==> src/rtl/ex_muldiv_unit.sv <==
// Iterative 32-bit MULT/MULTU/DIV/DIVU unit holding the HI/LO registers.
// Fixed 33-cycle latency: 32 RUN iterations on magnitudes plus one FIX cycle for signs.
module ex_muldiv_unit #(
  parameter int WIDTH = 32
) (
  input  logic             clk,
  input  logic             reset,
  input  logic             start,
  input  logic [1:0]       op,
  input  logic [WIDTH-1:0] rs_val,
  input  logic [WIDTH-1:0] rt_val,
  input  logic             hi_we,
  input  logic             lo_we,
  input  logic [WIDTH-1:0] wdata,
  output logic [WIDTH-1:0] hi_o,
  output logic [WIDTH-1:0] lo_o,
  output logic             busy,
  output logic             done,
  output logic [1:0]       dbg_state_o
);

  // Handshake: start/hi_we/lo_we are level requests sampled only while busy is low;
  // the requester holds them until busy drops, and anything seen while busy is dropped.
  typedef enum logic [1:0] {
    S_IDLE = 2'd0,
    S_RUN  = 2'd1,
    S_FIX  = 2'd2
  } state_t;

  state_t             state_q;
  logic [4:0]         cnt_q;
  logic [2*WIDTH-1:0] acc_q;
  logic [WIDTH-1:0]   mag_q;
  logic [WIDTH-1:0]   rs_q;
  logic [WIDTH-1:0]   hi_q, lo_q;
  logic               is_div_q, neg_res_q, neg_rem_q, dz_q, done_q;

  logic               rs_neg, rt_neg;
  logic [WIDTH-1:0]   rs_mag, rt_mag;
  logic [WIDTH:0]     mul_sum, rem_sh, div_diff;
  logic [2*WIDTH-1:0] mul_acc, div_acc, prod_fix;
  logic [WIDTH-1:0]   quo_fix, rem_fix, res_hi, res_lo;

  always_comb begin
    rs_neg = ~op[0] & rs_val[WIDTH-1];
    rt_neg = ~op[0] & rt_val[WIDTH-1];
    rs_mag = rs_neg ? -rs_val : rs_val;
    rt_mag = rt_neg ? -rt_val : rt_val;

    // Multiply: multiplier sits in the low half and shifts out as the product shifts in.
    mul_sum = {1'b0, acc_q[2*WIDTH-1:WIDTH]} + {1'b0, mag_q};
    mul_acc = acc_q[0] ? {mul_sum, acc_q[WIDTH-1:1]} : {1'b0, acc_q[2*WIDTH-1:1]};

    // Divide: partial remainder in the high half, dividend bits feed in from below.
    rem_sh   = acc_q[2*WIDTH-1:WIDTH-1];
    div_diff = rem_sh - {1'b0, mag_q};
    div_acc  = div_diff[WIDTH] ? {rem_sh[WIDTH-1:0], acc_q[WIDTH-2:0], 1'b0}
                               : {div_diff[WIDTH-1:0], acc_q[WIDTH-2:0], 1'b1};

    prod_fix = neg_res_q ? -acc_q : acc_q;
    quo_fix  = neg_res_q ? -acc_q[WIDTH-1:0] : acc_q[WIDTH-1:0];
    rem_fix  = neg_rem_q ? -acc_q[2*WIDTH-1:WIDTH] : acc_q[2*WIDTH-1:WIDTH];

    if (dz_q) begin
      res_hi = rs_q;
      res_lo = '1;
    end else if (is_div_q) begin
      res_hi = rem_fix;
      res_lo = quo_fix;
    end else begin
      res_hi = prod_fix[2*WIDTH-1:WIDTH];
      res_lo = prod_fix[WIDTH-1:0];
    end
  end

  always_ff @(posedge clk or negedge reset) begin
    if (!reset) begin
      state_q   <= S_IDLE;
      cnt_q     <= '0;
      acc_q     <= '0;
      mag_q     <= '0;
      rs_q      <= '0;
      hi_q      <= '0;
      lo_q      <= '0;
      is_div_q  <= 1'b0;
      neg_res_q <= 1'b0;
      neg_rem_q <= 1'b0;
      dz_q      <= 1'b0;
      done_q    <= 1'b0;
    end else begin
      done_q <= 1'b0;
      case (state_q)
        S_IDLE: begin
          if (hi_we) hi_q <= wdata;
          if (lo_we) lo_q <= wdata;
          if (start) begin
            acc_q     <= {{WIDTH{1'b0}}, (op[1] ? rs_mag : rt_mag)};
            mag_q     <= op[1] ? rt_mag : rs_mag;
            rs_q      <= rs_val;
            is_div_q  <= op[1];
            neg_res_q <= rs_neg ^ rt_neg;
            neg_rem_q <= op[1] & rs_neg;
            dz_q      <= op[1] & (rt_val == '0);
            cnt_q     <= '0;
            state_q   <= S_RUN;
          end
        end
        S_RUN: begin
          acc_q <= is_div_q ? div_acc : mul_acc;
          cnt_q <= cnt_q + 5'd1;
          if (cnt_q == 5'd31) state_q <= S_FIX;
        end
        S_FIX: begin
          hi_q    <= res_hi;
          lo_q    <= res_lo;
          done_q  <= 1'b1;
          state_q <= S_IDLE;
        end
        default: state_q <= S_IDLE;
      endcase
    end
  end

  assign hi_o        = hi_q;
  assign lo_o        = lo_q;
  assign done        = done_q;
  assign busy        = (state_q != S_IDLE);
  assign dbg_state_o = state_q;

endmodule

==> config.mk <==
export PLATFORM = sky130hd
export DESIGN_NAME = ex_muldiv_unit
export DESIGN_NICKNAME = d
export VERILOG_FILES = /design/src/rtl/ex_muldiv_unit.sv
export SDC_FILE = /design/constraint.sdc
export NUM_CORES = 1
export LEC_CHECK = 0
export CORE_MARGIN = 2
export CORE_UTILIZATION = 60
export CTS_CLUSTER_DIAMETER = 40
export DETAILED_ROUTE_END_ITERATION = 8
export MAX_ROUTING_LAYER = met4
export PLACE_DENSITY_LB_ADDON = 0.1
export SYNTH_ARGS = -nofsm -noshare
export SYNTH_HDL_FRONTEND = slang
export SYNTH_SLANG_ARGS = --single-unit
==> constraint.sdc <==
create_clock -name clk -period 8.2 [get_ports clk]
set_input_delay 1.64 -clock clk [delete_from_list [all_inputs] [get_ports clk]]
set_output_delay 1.64 -clock clk [all_outputs]
set_load 0.01 [all_outputs]
==> results of run 1 <==
## worst max-delay path: cells and delay by family
family,cells,cell delay [ns]
AND/OR/NAND/NOR,4,1.52
AO/OA/AOI/OAI,3,0.76
buffers and inverters,1,0.52
XOR/XNOR,1,0.27
## area by class of cell
class,instances,area share
timing repair buffer,190,0.0940
tap,378,0.0239
multi-input combinational,1678,0.544
clock buffer,47,0.0527
clock inverter,22,0.0166
inverter,59,0.0112
sequential,204,0.258
## placed cells by master (no fill, tap or decap), types with 17 or more instances in the layout
| cell | n |
|---|---|
| a222oi_1 | 19 |
| dfrtp_1 | 203 |
| and3_1 | 17 |
| clkbuf_16 | 38 |
| o21ai_0 | 176 |
| clkdlybuf4s50_1 | 168 |
| xor2_1 | 72 |
| a31oi_1 | 28 |
| mux2i_1 | 64 |
| a21oi_1 | 164 |
| xnor2_1 | 94 |
| a21o_1 | 41 |
| inv_1 | 58 |
| o31ai_1 | 40 |
| buf_4 | 19 |
| nand2b_1 | 29 |
| o22ai_1 | 25 |
| nor4_1 | 18 |
| o211ai_1 | 35 |
| nand3_1 | 25 |
| nor2_1 | 140 |
| nor3_1 | 46 |
| nand2_1 | 295 |
| a211oi_1 | 47 |
| ha_1 | 70 |
## per-stage QoR
stage               utilization  instances  hold WS (ns)
floorplan                     -       2094         0.437
global placement          0.670       2509         0.454
detailed placement        0.670       2509         0.465
CTS                       0.720       2578         0.478
global route              0.720       2578         0.504
finish                    0.720       2578         0.479
## cells in the mapped netlist (5+ instances only)
cell type | n | area (µm²)
inv_1 | 58 | 218
nand4_1 | 15 | 93.8
mux2_2 | 5 | 56.3
nor4_1 | 18 | 113
ha_1 | 70 | 876
and2_1 | 10 | 62.6
o21a_1 | 10 | 75.1
o221ai_1 | 13 | 114
or4_1 | 9 | 67.6
a22o_1 | 10 | 87.6
nor3_1 | 46 | 230
mux2i_1 | 64 | 641
clkbuf_1 | 128 | 480
o41ai_1 | 8 | 70.1
nand2b_1 | 29 | 181
a21oi_1 | 164 | 821
xor2_1 | 73 | 639
a22oi_1 | 10 | 75.1
and3_1 | 17 | 106
a222oi_1 | 19 | 190
nand3_1 | 25 | 125
nor2b_1 | 17 | 106
a221oi_1 | 8 | 70.1
o211ai_1 | 35 | 263
o22ai_1 | 25 | 156
nor2_1 | 140 | 526
a21o_1 | 41 | 308
dfrtp_1 | 204 | 5100
o211a_1 | 5 | 50.1
buf_1 | 21 | 78.8
nand2_1 | 296 | 1110
nand3b_1 | 5 | 37.5
a211oi_1 | 47 | 353
a31oi_1 | 28 | 175
or3_1 | 15 | 93.8
o21ai_0 | 176 | 881
xnor2_1 | 95 | 832
o31ai_1 | 40 | 300
o21ai_1 | 7 | 35.0
a21boi_0 | 7 | 52.6
## final timing paths
check                       endpoint  slack [ns]  cells past startpoint
max in group asynchronous    rs_q[9]        5.93                      2
hold / removal              lo_o[29]        0.48                      2
setup / recovery           acc_q[26]        3.89                      9
min in group asynchronous   cnt_q[0]        1.14                      1
setup reg to reg           acc_q[58]        3.95                     12
hold reg to reg             lo_o[29]        0.48                      2
## cells by family after synthesis
logic type / Yosys count
compound gates: 698
xor+xnor: 168
fa+ha+maj: 72
buf+inv: 212
flops: 204
mux: 69
simple gates: 671
## metal layers
metal  share of wire  vias up  global-route usage
met3            0.12      157              0.0810
met5               0        -                   -
met2            0.42     1143               0.602
li1                -     7822                   -
met4           0.044        0               0.164
met1            0.41     8267               0.596
## sequential cells by signal, indices dropped and copies added (netlist names), 2 cells and up
signal	cells
cnt_q	5
mag_q	32
acc_q	64
rs_q	32
lo_o	32
hi_o	32
dbg_state_o	2
## power breakdown
part / switching, mW / total (mW) / internal [mW]
registers: 0.853 / 2.35 / 1.50
logic: 3.43 / 5.92 / 2.49
clock network: 0.590 / 1.70 / 1.11
==> metrics.cfg, run 1 <==
[synthesis]
synth-edff-count = 0
ys_async_sr_fraction = 1.00
ys_seq_elements = 204
synth-main-ff-cell = dfrtp_1
avgSynthCellArea_um2 = 7.96
synthAdderAreaFrac = 0.0550
ys_seq_area_frac = 0.306
synth_top_family_by_area = compound AO/OA/AOI/OAI gates
synth_area_mm2 = 0.0167
synth.area.mux_share = 0.0418
synth_xor_area_frac = 0.0883
synth_cells = 2094
syn_nets = 2269
synth_simple_gate_area_frac = 0.189
synth_cell_types = 81
yosys_warnings = 0
synth_compound_area_frac = 0.271

[finish]
nets = 2346
final_cell_area_mm2 = 0.0198
multi_input_area_mm2 = 0.0108
drive_gt1_frac = 0.0568
synthToLayoutAreaGrowth_pct = 19.0
antenna_cells = 0
ff_latch_area_mm2 = 0.00511
fillers = 2158

[cts]
postCtsSetupRepairBufs = 0
cts_tree = done
postCtsHoldBufs = 0
h-tree-depth = 2
clk_latency_ns = 0.53
cts_buffers = 38
cts_sinks = 204
path_clk_slew_ns = 0.05
ctsLongestPathBuffers = 3
cts_resized = 0
cts_root_buf = clkbuf_16

[min_path]
holdCritPathClass = flip-flop to flip-flop
min_from = lo_o[29]

[drt]
vias_per_cell = 6.75
wire_per_inst_um = 23.8
vias = 17389
antenna_left = 0
drc = 0
drt_iter0_drc = 2522
wirelength_um = 61400
drtPass1Iterations = 9

[floorplanning]
core_area_mm2 = 0.0276
die_area_mm2 = 0.0291
rows = 61
dieWidth_um = 171
initial_utilization = 0.605
num_io_pins = 171
die_h_um = 171

[placed_design]
gp_congestion = 1.01
dp_hpwl_um = 45200
place_area_mm2 = 0.0185
portBuffers = 170
dp_slack_ns = 3.39

[critical_path]
rr_startpoint = acc_q[31]
endpoint_kind = flip-flop
crit_fanout = 6
crit_arrival_ns = 4.72
cp.required_ns = 8.61
critPathLaunch = rs_val[7]
cpMaxStageDelayCell = or4_4
worst_path_largest_cell_delay_ns = 0.57
start_kind = input pin
critical_path_class = input pin to flip-flop
cp_cell_sequence = clkdlybuf4s50_1, or4_4, or3_4, nor4_4, nand3_2, o41ai_2, xor2_1, a211oi_1, a311o_1

[timing]
maxSlewHeadroom = 0.275
rsz0062_at_grt = no
post-route-worst-setup-slack_ns = 3.89
max_slew.worst_pin.slew_ns = 1.09
finalClockSkew_ns = 0.0170
finalSetupTns_ns = 0
setup-violations-final = 0
final_hold_viol_count = 0
fmax_mhz = 232
fin_crit_sh = 0.525
fin_crit_ns = 4.31
slew_violations = 0

[global_routing]
grt_pass1_vias = 15705
grt_max_degree = 120
grt_pass1_wl_um = 91800
grt_overflow = 0
antenna_found_initial = 0
globalRouteTotalUtil = 0.424

[pwr]
p_leak_nw = 8.33
power_density_mw_per_mm2 = 503
power.total_mw = 9.97
max-vdd-ir-drop_mv = 0.436

[flow_run]
maxCapViolCount = 0

[run_status]
status = finished, final reports clean

Note: power is estimated with default switching activity, not from simulation.
==> run 2: changes to the inputs <==
--- a/config.mk
+++ b/config.mk
@@ -6,7 +6,7 @@
 export NUM_CORES = 1
 export LEC_CHECK = 0
 export CORE_MARGIN = 2
-export CORE_UTILIZATION = 60
+export CORE_UTILIZATION = 59
 export CTS_CLUSTER_DIAMETER = 40
 export DETAILED_ROUTE_END_ITERATION = 8
 export MAX_ROUTING_LAYER = met4
==> constraint.sdc (replaced) <==
create_clock -name clk -period 4.4 [get_ports clk]
set_input_delay 0.88 -clock clk [delete_from_list [all_inputs] [get_ports clk]]
set_output_delay 0.88 -clock clk [all_outputs]
set_load 0.01 [all_outputs]
==> run 2 against run 1 <==
Net effect:
- the run now ends with design-rule violations left
- non-clock buffer count grew 23
- utilization decreased by 0.31 points
- clock power up 73%
- critical endpoint is now acc_q[61]
- highest routed layer unchanged
==> metrics.cfg, run 2 (synthesis gave the netlist of run 1 again) <==
[critical_path]
start_kind = flip-flop
crit_arrival_ns = 4.05  ; -0.67 ns
crit_fanout = 9  ; +3
endpoint_kind = flip-flop
critical_path_class = flip-flop to flip-flop
cp.required_ns = 4.81  ; -3.80 ns

[cts]
cts_buffers = 38  ; unchanged
cts_root_buf = clkbuf_16
postCtsHoldBufs = 0  ; unchanged
cts_resized = 0  ; unchanged
ctsLongestPathBuffers = 3  ; unchanged
cts_sinks = 204  ; unchanged
clk_latency_ns = 0.55  ; +0.02 ns
path_clk_slew_ns = 0.05  ; about the same
h-tree-depth = 2  ; unchanged
postCtsSetupRepairBufs = 0  ; unchanged
cts_tree = done

[floorplanning]
core_area_mm2 = 0.0278  ; +0.83%
rows = 61  ; unchanged
die_h_um = 172  ; +0.82%
dieWidth_um = 172  ; +0.82%
die_area_mm2 = 0.0296  ; +1.7%
num_io_pins = 171  ; unchanged
initial_utilization = 0.600  ; -0.00498

[timing]
final_hold_viol_count = 0  ; unchanged
finalSetupTns_ns = 0  ; unchanged
maxSlewHeadroom = 0.0942  ; -0.181
max_slew.worst_pin.slew_ns = 1.36  ; +0.271 ns
fin_hold_ws_ns = 0.404  ; -0.0746 ns
setup-violations-final = 0  ; unchanged
fmax_mhz = 275
finalClockSkew_ns = 0.0316  ; +0.0146 ns
rsz0062_at_grt = no
post-route-worst-setup-slack_ns = 0.763  ; -3.13 ns
fin_crit_ns = 3.64
slew_violations = 0  ; unchanged
fin_crit_sh = 0.827

[placed_design]
dp_slack_ns = 0.433  ; -2.96 ns
gp_congestion = 1.04  ; +2.7%
dp.cells = 2532  ; +0.92%
dp_hpwl_um = 46000  ; +1.8%
portBuffers = 170  ; unchanged

[finish]
mostFrequentLayoutCells = 295 x nand2_1, 203 x dfrtp_1, 176 x o21ai_0
largest_register_ffs = 64  ; unchanged
fillers = 2318  ; +7.4%
top_register = acc_q
antenna_cells = 0  ; unchanged
mostFrequentLayoutCell = nand2_1
nets = 2369  ; +0.98%
synthToLayoutAreaGrowth_pct = 19.5
stdcell_count = 2599  ; +0.81%
ff_latch_area_mm2 = 0.00511  ; unchanged
drive_gt1_frac = 0.0639  ; +0.00712
multi_input_area_mm2 = 0.0108  ; about the same

[global_routing]
antenna_found_initial = 0  ; unchanged
grt_overflow = 0  ; unchanged
globalRouteTotalUtil = 0.432  ; +0.00843
grt_pass1_wl_um = 94600  ; +3.1%
grt_pass1_vias = 16236  ; +3.4%
grt_max_degree = 101  ; -16%

[flow_run]
maxCapViolCount = 0  ; unchanged

[drt]
vias_per_cell = 6.71  ; -0.54%
vias = 17436  ; +0.27%
wirelength_um = 62100  ; +1.3%
drc = 1  ; +1
wire_per_inst_um = 23.9  ; +0.44%
drt_iter0_drc = 2538  ; +0.63%
drtPass1Iterations = 9  ; unchanged
antenna_left = 0  ; unchanged

[min_path]
holdCritPathClass = input pin to asynchronous set/reset pin

[pwr]
max-vdd-ir-drop_mv = 0.724  ; +66%
p_leak_nw = 8.40  ; +0.90%
power_density_mw_per_mm2 = 932  ; +85%

[run_status]
violations = design-rule violations
status = finished with violations

## run 2: changes by cell type in the layout (fill, tap and decap cells not counted), moves of 3 or more
cell and change:
buf_4 +21, clkinv_2 +3, inv_6 -3, clkbuf_1 +3, clkbuf_8 -5, bufinv_16 -3, clkinv_4 +3
## run 2: final cells by class
class | count | share of cell area
Timing Repair Buffer | 213 | 0.104
Inverter | 59 | 0.0111
Clock buffer | 46 | 0.0508
Sequential cell | 204 | 0.256
Multi-Input combinational cell | 1678 | 0.542
Tap cell | 378 | 0.0238
Clock inverter | 21 | 0.0126
## run 2: stage by stage
step	util	power, mW	cell area, µm²
floorplan	-	11.4	16700
global placement	0.671	14.9	18600
detailed placement	0.671	15.2	18600
CTS	0.717	18.2	19900
global route	0.717	19.7	19900
finish	0.717	18.5	19900
## run 2: layer usage
metal	share of wire	routed length, µm	GRT usage	up-vias
li1	-	-	-	7843
met1	0.41	25300	0.598	8272
met4	0.052	3200	0.198	0
met2	0.41	25700	0.600	1140
met5	0	0	-	-
met3	0.13	7970	0.0984	181
## run 2: path summary, 6_finish.rpt
path	end	startpoint	depth (start not counted)	slack, ns
worst min-delay path	cnt_q[2]	reset	1	0.40
worst max register to register	acc_q[61]	acc_q[32]	13	0.76
worst min register to register	lo_o[9]	lo_o[9]	2	0.47
max in group asynchronous	rs_q[10]	reset	2	3.00
worst max-delay path	acc_q[61]	acc_q[32]	13	0.76
min in group clk	lo_o[9]	lo_o[9]	2	0.47
## run 2: worst max-delay path, cell delays in order (launching register included)
cell	delay, ns
dfrtp_1	0.51
ha_1	0.26
inv_1	0.07
fa_1	0.40
nand2b_1	0.18
a21oi_1	0.40
o211ai_1	0.17
nand2_1	0.22
a21boi_0	0.15
buf_4	0.20
o31ai_1	0.40
xor2_1	0.18
a21oi_1	0.08
a311oi_1	0.29
## run 2: where the power goes
part           switching (mW)  leakage [nW]  internal, mW
clock                    1.09         0.614          1.84
combinational            6.54          5.31          4.83
sequential               1.45          2.47          2.80
